**src/rtl/pc_pkg.sv**
```systemverilog
// Shared types and defaults for the fetch-stage PC sequencer.
// Holds the next-PC source encoding and default vector constants.
package pc_pkg;

  typedef enum logic [1:0] {
    SRC_SEQ,
    SRC_REDIRECT,
    SRC_RETURN,
    SRC_EXC
  } pc_src_e;

  localparam logic [31:0] DEF_RESET_VEC = 32'h0000_0000;
  localparam logic [31:0] DEF_EXC_VEC   = 32'h8000_0180;
  localparam int          DEF_INC       = 4;

endpackage

```
**src/rtl/ras_stack.sv**
```systemverilog
// Circular return-address stack; a push when full overwrites the oldest.
// Pointer addresses the next free slot, so the top is one below it.
module ras_stack #(
  parameter int ADDR_W    = 32,
  parameter int RAS_DEPTH = 4,
  localparam int PTR_W    = $clog2(RAS_DEPTH),
  localparam int CNT_W    = $clog2(RAS_DEPTH) + 1
) (
  input  logic              Clk,
  input  logic              Reset_n,
  input  logic              Push,
  input  logic              Pop,
  input  logic [ADDR_W-1:0] PushData,
  output logic [ADDR_W-1:0] Top,
  output logic [CNT_W-1:0]  Count,
  output logic              Empty,
  output logic              Full
);

  logic [ADDR_W-1:0] mem [RAS_DEPTH];
  logic [PTR_W-1:0]  ptr;
  logic [PTR_W-1:0]  top_idx;

  assign top_idx = ptr - PTR_W'(1);
  assign Top     = mem[top_idx];
  assign Empty   = (Count == '0);
  assign Full    = (Count == CNT_W'(RAS_DEPTH));

  // Entry storage; contents are don't-care until pushed.
  always_ff @(posedge Clk) begin
    if (Push)
      mem[ptr] <= PushData;
  end

  // Pointer and occupancy; pop is ignored when empty.
  always_ff @(posedge Clk or negedge Reset_n) begin
    if (!Reset_n) begin
      ptr   <= '0;
      Count <= '0;
    end else if (Push) begin
      ptr <= ptr + PTR_W'(1);
      if (!Full)
        Count <= Count + CNT_W'(1);
    end else if (Pop && !Empty) begin
      ptr   <= top_idx;
      Count <= Count - CNT_W'(1);
    end
  end

endmodule

```
**src/rtl/pc_sequencer.sv**
```systemverilog
// Fetch-stage PC sequencer: next-PC mux, PC/EPC registers and RAS.
// Define PC_TRACE_EN to print a per-cycle PC/EPC/RAS trace in simulation.
module pc_sequencer
  import pc_pkg::*;
#(
  parameter int                ADDR_W    = 32,
  parameter logic [ADDR_W-1:0] RESET_VEC = ADDR_W'(DEF_RESET_VEC),
  parameter logic [ADDR_W-1:0] EXC_VEC   = ADDR_W'(DEF_EXC_VEC),
  parameter int                INC       = DEF_INC,
  parameter int                RAS_DEPTH = 4,
  localparam int               CNT_W     = $clog2(RAS_DEPTH) + 1
) (
  input  logic              Clk,
  input  logic              Reset_n,
  input  logic              PCWrite,
  input  logic              Redirect,
  input  logic [ADDR_W-1:0] RedirectTarget,
  input  logic              Call,
  input  logic              Return,
  input  logic              Exception,
  output logic [ADDR_W-1:0] PCResult,
  output logic [ADDR_W-1:0] EPC,
  output logic              RasEmpty,
  output logic              RasFull,
  output logic              RasUnderflow
);

  pc_src_e           src;
  logic [ADDR_W-1:0] pc_inc;
  logic [ADDR_W-1:0] pc_d;
  logic [ADDR_W-1:0] ras_top;
  logic [CNT_W-1:0]  ras_cnt;
  logic              ras_empty;
  logic              ras_full;
  logic              ras_has;
  logic              pc_en;
  logic              push;
  logic              pop;
  logic              uflow;
  logic              t_exc;
  logic              t_redir;
  logic              t_ret;

  assign pc_inc  = PCResult + ADDR_W'(INC);
  assign ras_has = (ras_cnt != '0);

  assign t_exc   = Exception;
  assign t_redir = !Exception && PCWrite && Redirect;
  assign t_ret   = !Exception && PCWrite && !Redirect
                   && Return && ras_has;

  ras_stack #(
    .ADDR_W    (ADDR_W),
    .RAS_DEPTH (RAS_DEPTH)
  ) u_ras (
    .Clk      (Clk),
    .Reset_n  (Reset_n),
    .Push     (push),
    .Pop      (pop),
    .PushData (pc_inc),
    .Top      (ras_top),
    .Count    (ras_cnt),
    .Empty    (ras_empty),
    .Full     (ras_full)
  );

  assign RasEmpty = ras_empty;
  assign RasFull  = ras_full;

  // Next-PC source select and RAS control; exception beats everything.
  always_comb begin
    src   = SRC_SEQ;
    push  = 1'b0;
    pop   = 1'b0;
    uflow = 1'b0;
    pc_en = Exception || PCWrite;
    unique case (1'b1)
      t_exc: begin
        src = SRC_EXC;
      end
      t_redir: begin
        src  = SRC_REDIRECT;
        push = Call;
      end
      t_ret: begin
        src = SRC_RETURN;
        pop = 1'b1;
      end
      default: begin
        src   = SRC_SEQ;
        uflow = !Exception && PCWrite && !Redirect
                && Return && !ras_has;
      end
    endcase
  end

  // Next-PC data mux.
  always_comb begin
    pc_d = pc_inc;
    unique case (src)
      SRC_EXC:      pc_d = EXC_VEC;
      SRC_REDIRECT: pc_d = RedirectTarget;
      SRC_RETURN:   pc_d = ras_top;
      default:      pc_d = pc_inc;
    endcase
  end

  // PC, EPC and underflow pulse registers.
  always_ff @(posedge Clk or negedge Reset_n) begin
    if (!Reset_n) begin
      PCResult     <= RESET_VEC;
      EPC          <= '0;
      RasUnderflow <= 1'b0;
    end else begin
      RasUnderflow <= uflow;
      if (pc_en)
        PCResult <= pc_d;
      if (Exception)
        EPC <= PCResult;
    end
  end

`ifdef PC_TRACE_EN
  // Simulation trace of post-update state.
  always @(posedge Clk) begin
    if (Reset_n) begin
      $strobe("PC=%h EPC=%h RAS=%0d", PCResult, EPC, ras_cnt);
      if (uflow)
        $strobe("RAS underflow");
    end
  end
`endif

endmodule

```
**config.mk**
```make
export PLATFORM = sky130hd
export DESIGN_NAME = pc_sequencer
export DESIGN_NICKNAME = d
export VERILOG_FILES = /design/src/rtl/pc_pkg.sv /design/src/rtl/ras_stack.sv /design/src/rtl/pc_sequencer.sv
export SDC_FILE = /design/constraint.sdc
export NUM_CORES = 1
export LEC_CHECK = 0
export ABC_CLOCK_PERIOD_IN_PS = 2200
export BUFFER_PORTS_ARGS = -buffer_cell sky130_fd_sc_hd__buf_2
export CAP_MARGIN = 0
export CORE_MARGIN = 2
export CORE_UTILIZATION = 53
export DETAILED_ROUTE_END_ITERATION = 10
export PLACE_DENSITY_LB_ADDON = 0.05
export SLEW_MARGIN = 30
export SYNTH_ARGS = -nofsm -noshare
export SYNTH_HDL_FRONTEND = slang
export SYNTH_HIERARCHICAL = 1
export SYNTH_SLANG_ARGS = --single-unit
```
**constraint.sdc**
```tcl
create_clock -name Clk -period 2.2 [get_ports Clk]
set_input_delay 0.22 -clock Clk [delete_from_list [all_inputs] [get_ports Clk]]
set_output_delay 0.22 -clock Clk [all_outputs]
set_load 0.01 [all_outputs]
```
==> metrics.txt <==
status finished, final reports clean; first-pass GRT wire length between 30 and 40 mm; cell area after technology mapping ~0.009 mm2; EDFF count, synth 128; floorplan die area about 0.018 mm2; Detail Route Antenna Nets 0; start point of the critical path PCResult[6]; Vias 6,221; slack of the worst reg-to-reg path ~0.083 ns; CTS tree done; global placement routability congestion between 0.8 and 0.9; Avg Vias per Cell just over 6; LEAKAGE roughly 0.0043 uW; CTS max path bufs 2; crit start category flop; count of warnings emitted by yosys 6; crit path time final about 2.1 ns; placed standard-cell area roughly 0.010 mm2; required time of the critical path 2.42 ns; initial drt markers approximately 700; initial antenna violation count 0; WL/cell about 24 um; Post-Synthesis Mean Instance Area roughly 14 um2; total setup buffers inserted after CTS 0; Worst-Skew Late Latency between 0.4 and 0.5 ns; final HPWL from detailed placement between 15 and 20 mm; core region area about 0.017 mm2; total CTS buffers 17; pwr dens 1030 mW/mm2; effective utilization at floorplan 54.2%; synthesized net count 677; RR Endpoint u_ras/mem[1][31]; sequential fraction of the synthesis area between 60% and 70%; post-synth top area share 42.9%; cell type with the largest total area after synthesis edfxtp_1; largest net degree at the start of global routing 41; synth-to-layout area growth 21.2%; overall overflow remaining after global route 0; remaining design rule violation count 0; fraction of synthesis flops using an asynchronous set or reset pin 35.4%; setup_tns 0 ns; total count of max-transition violations in the final report 0; Max Clock Freq about 470 MHz; fraction of final layout cells with drive strength greater than 1 a little over a third; die extent in y ~130 um; post-layout net count approximately 830; number of max-cap violations 0; total inserted antenna cells 0; most common library cell in the layout ignoring fill and taps edfxtp_1; DR pass1 iterations 5; vias in the first global route around 6,500; Clock Root Buffer clkbuf_16; Max-slew headroom 58.9%; number of levels the H-tree was split into 4; Top Ports approximately 110; type of the worst setup path flop to flop; Max VDD drop about 0.76 mV; R2R Path Start PCResult[6]; Num Clock Sinks 198; critical path arrival around 2.3 ns; Power, Total ~11,000 uW; number of storage elements in the synthesis netlist 198; R2R depth 6; clock slew at reported path FFs approximately 0.070 ns; worst setup path endpoint u_ras/mem[1][31]; count of different cell masters after synthesis 68; kind of end point of the critical path flop; Fill cells ~1,200; commonest non-fill, non-tap cells in the layout edfxtp_1, buf_2, dfrtp_1; top_reg_cell synth edfxtp_1; Tot GR Track Use between 20% and 30%; Post-Route WL roughly 24 mm; Worst Path Max Fanout 7; setup violators final 0; unrepaired setup endpoints after global routing true; transition time of the tightest slew-check pin a little over 0.6 ns; post-route fraction of the period consumed by the critical path a little over nine tenths; IO Port Bufs 105; worst min path class input pin to flop; chip width 134 um; standard-cell row count 47; leading cell types by total area after synthesis edfxtp_1, dfrtp_1, mux4_2; total non-filler cell area in the finished layout about 0.011 mm2; Layout Skew around 0.010 ns; Final Hold Viols 0; Post-Synthesis Cells 632
final cells by class:
cell class	instances	area (um2)	area share (%)
Sequential cell	198	5600	51.6
Multi-Input combinational cell	369	3110	28.7
Timing Repair Buffer	179	1210	11.1
Clock buffer	22	444	4.09
Tap cell	220	275	2.54
Clock inverter	10	125	1.15
Inverter	24	90.1	0.830
metal layers:
layer | up-vias | share of wire, % | wire length (um) | track usage [%]
li1 | 2744 | - | - | -
met1 | 3157 | 42 | 10200 | 39.4
met2 | 282 | 49 | 11900 | 45.5
met3 | 38 | 7.3 | 1800 | 4.54
met4 | 0 | 2.0 | 482 | 9.34
met5 | - | 0 | 0 | 0
sequential cells by signal (all words and copies together) (netlist names):
signal        cells
EPC              32
PCResult         32
RasUnderflow      1
u_ras/Count       3
u_ras/mem       128
u_ras/ptr         2
power by group:
group          internal, uW  switching (uW)
sequential             4370             246
clock                  1690            1370
combinational          1720            1830
total                  7780            3440
worst max-delay path, stage by stage (launching register included):
cell and delay [ns]:
dfrtp_1 0.46, nand2_1 0.10, buf_4 0.17, or4_1 0.47
nor3_1 0.33, buf_4 0.19, xnor2_1 0.18
cells by family (layout without fill, tap and decap cells):
family          count (synthesis)  in the layout  synth area share, %
xor+xnor                       30             30                 2.93
buf+inv                        65            235                 3.55
compound gates                131            131                 10.0
mux                            65             65                 12.3
flops                         198            198                 62.5
fa+ha+maj                       6              6                0.922
simple gates                  137            137                 7.80
Yosys cell counts, types with 3 or more instances:
cell	count
o2bb2ai_1	3
nand2_1	35
nor3_1	17
buf_12	3
or2_2	5
a21o_1	5
mux4_1	3
a22oi_1	7
nand3_1	21
and3_1	3
and2_1	5
xor2_1	7
nand4_1	7
nor2_1	25
o21ai_0	23
inv_1	24
o21a_1	4
a31oi_1	5
a2bb2oi_1	9
a221o_1	4
a21oi_1	36
a41oi_1	5
mux2_2	32
nor4_1	3
dfrtp_1	70
buf_1	3
or4_1	5
ha_1	5
mux4_2	29
edfxtp_1	128
clkbuf_1	24
xnor2_1	23
buf_2	7
worst min path at each step:
stage	endpoint	cells after the start	from	slack (ns)
after global placement	u_ras/ptr[0]	1	Reset_n	0.26
after global routing	PCResult[3]	3	RedirectTarget[3]	0.12
after CTS	PCResult[3]	3	RedirectTarget[3]	0.10
after detailed placement	u_ras/ptr[0]	1	Reset_n	0.27
after floorplan	EPC[0]	0	Reset_n	-0.08
final	PCResult[3]	3	RedirectTarget[3]	0.11
repair_timing:
item	in CTS	in global routing
hold endpoints to repair	38	0
resized for setup	0	11
endpoints found under the setup margin	0	43
hold buffers	1	0
per-stage QoR:
| step | std cells | hold WS, ns | worst slack [ns] | util, % |
|---|---|---|---|---|
| after detailed placement | 987 | 0.272 | 0.0360 | 61.5 |
| after CTS | 1020 | 0.103 | 0.00146 | 65.0 |
| after global placement | 987 | 0.258 | 0.0303 | 61.5 |
| final | 1022 | 0.113 | 0.0833 | 65.7 |
| after floorplan | 632 | -0.0756 | -0.0560 | - |
| after global routing | 1022 | 0.117 | -0.0127 | 65.7 |
No activity file was read; power rests on OpenSTA's default activity.
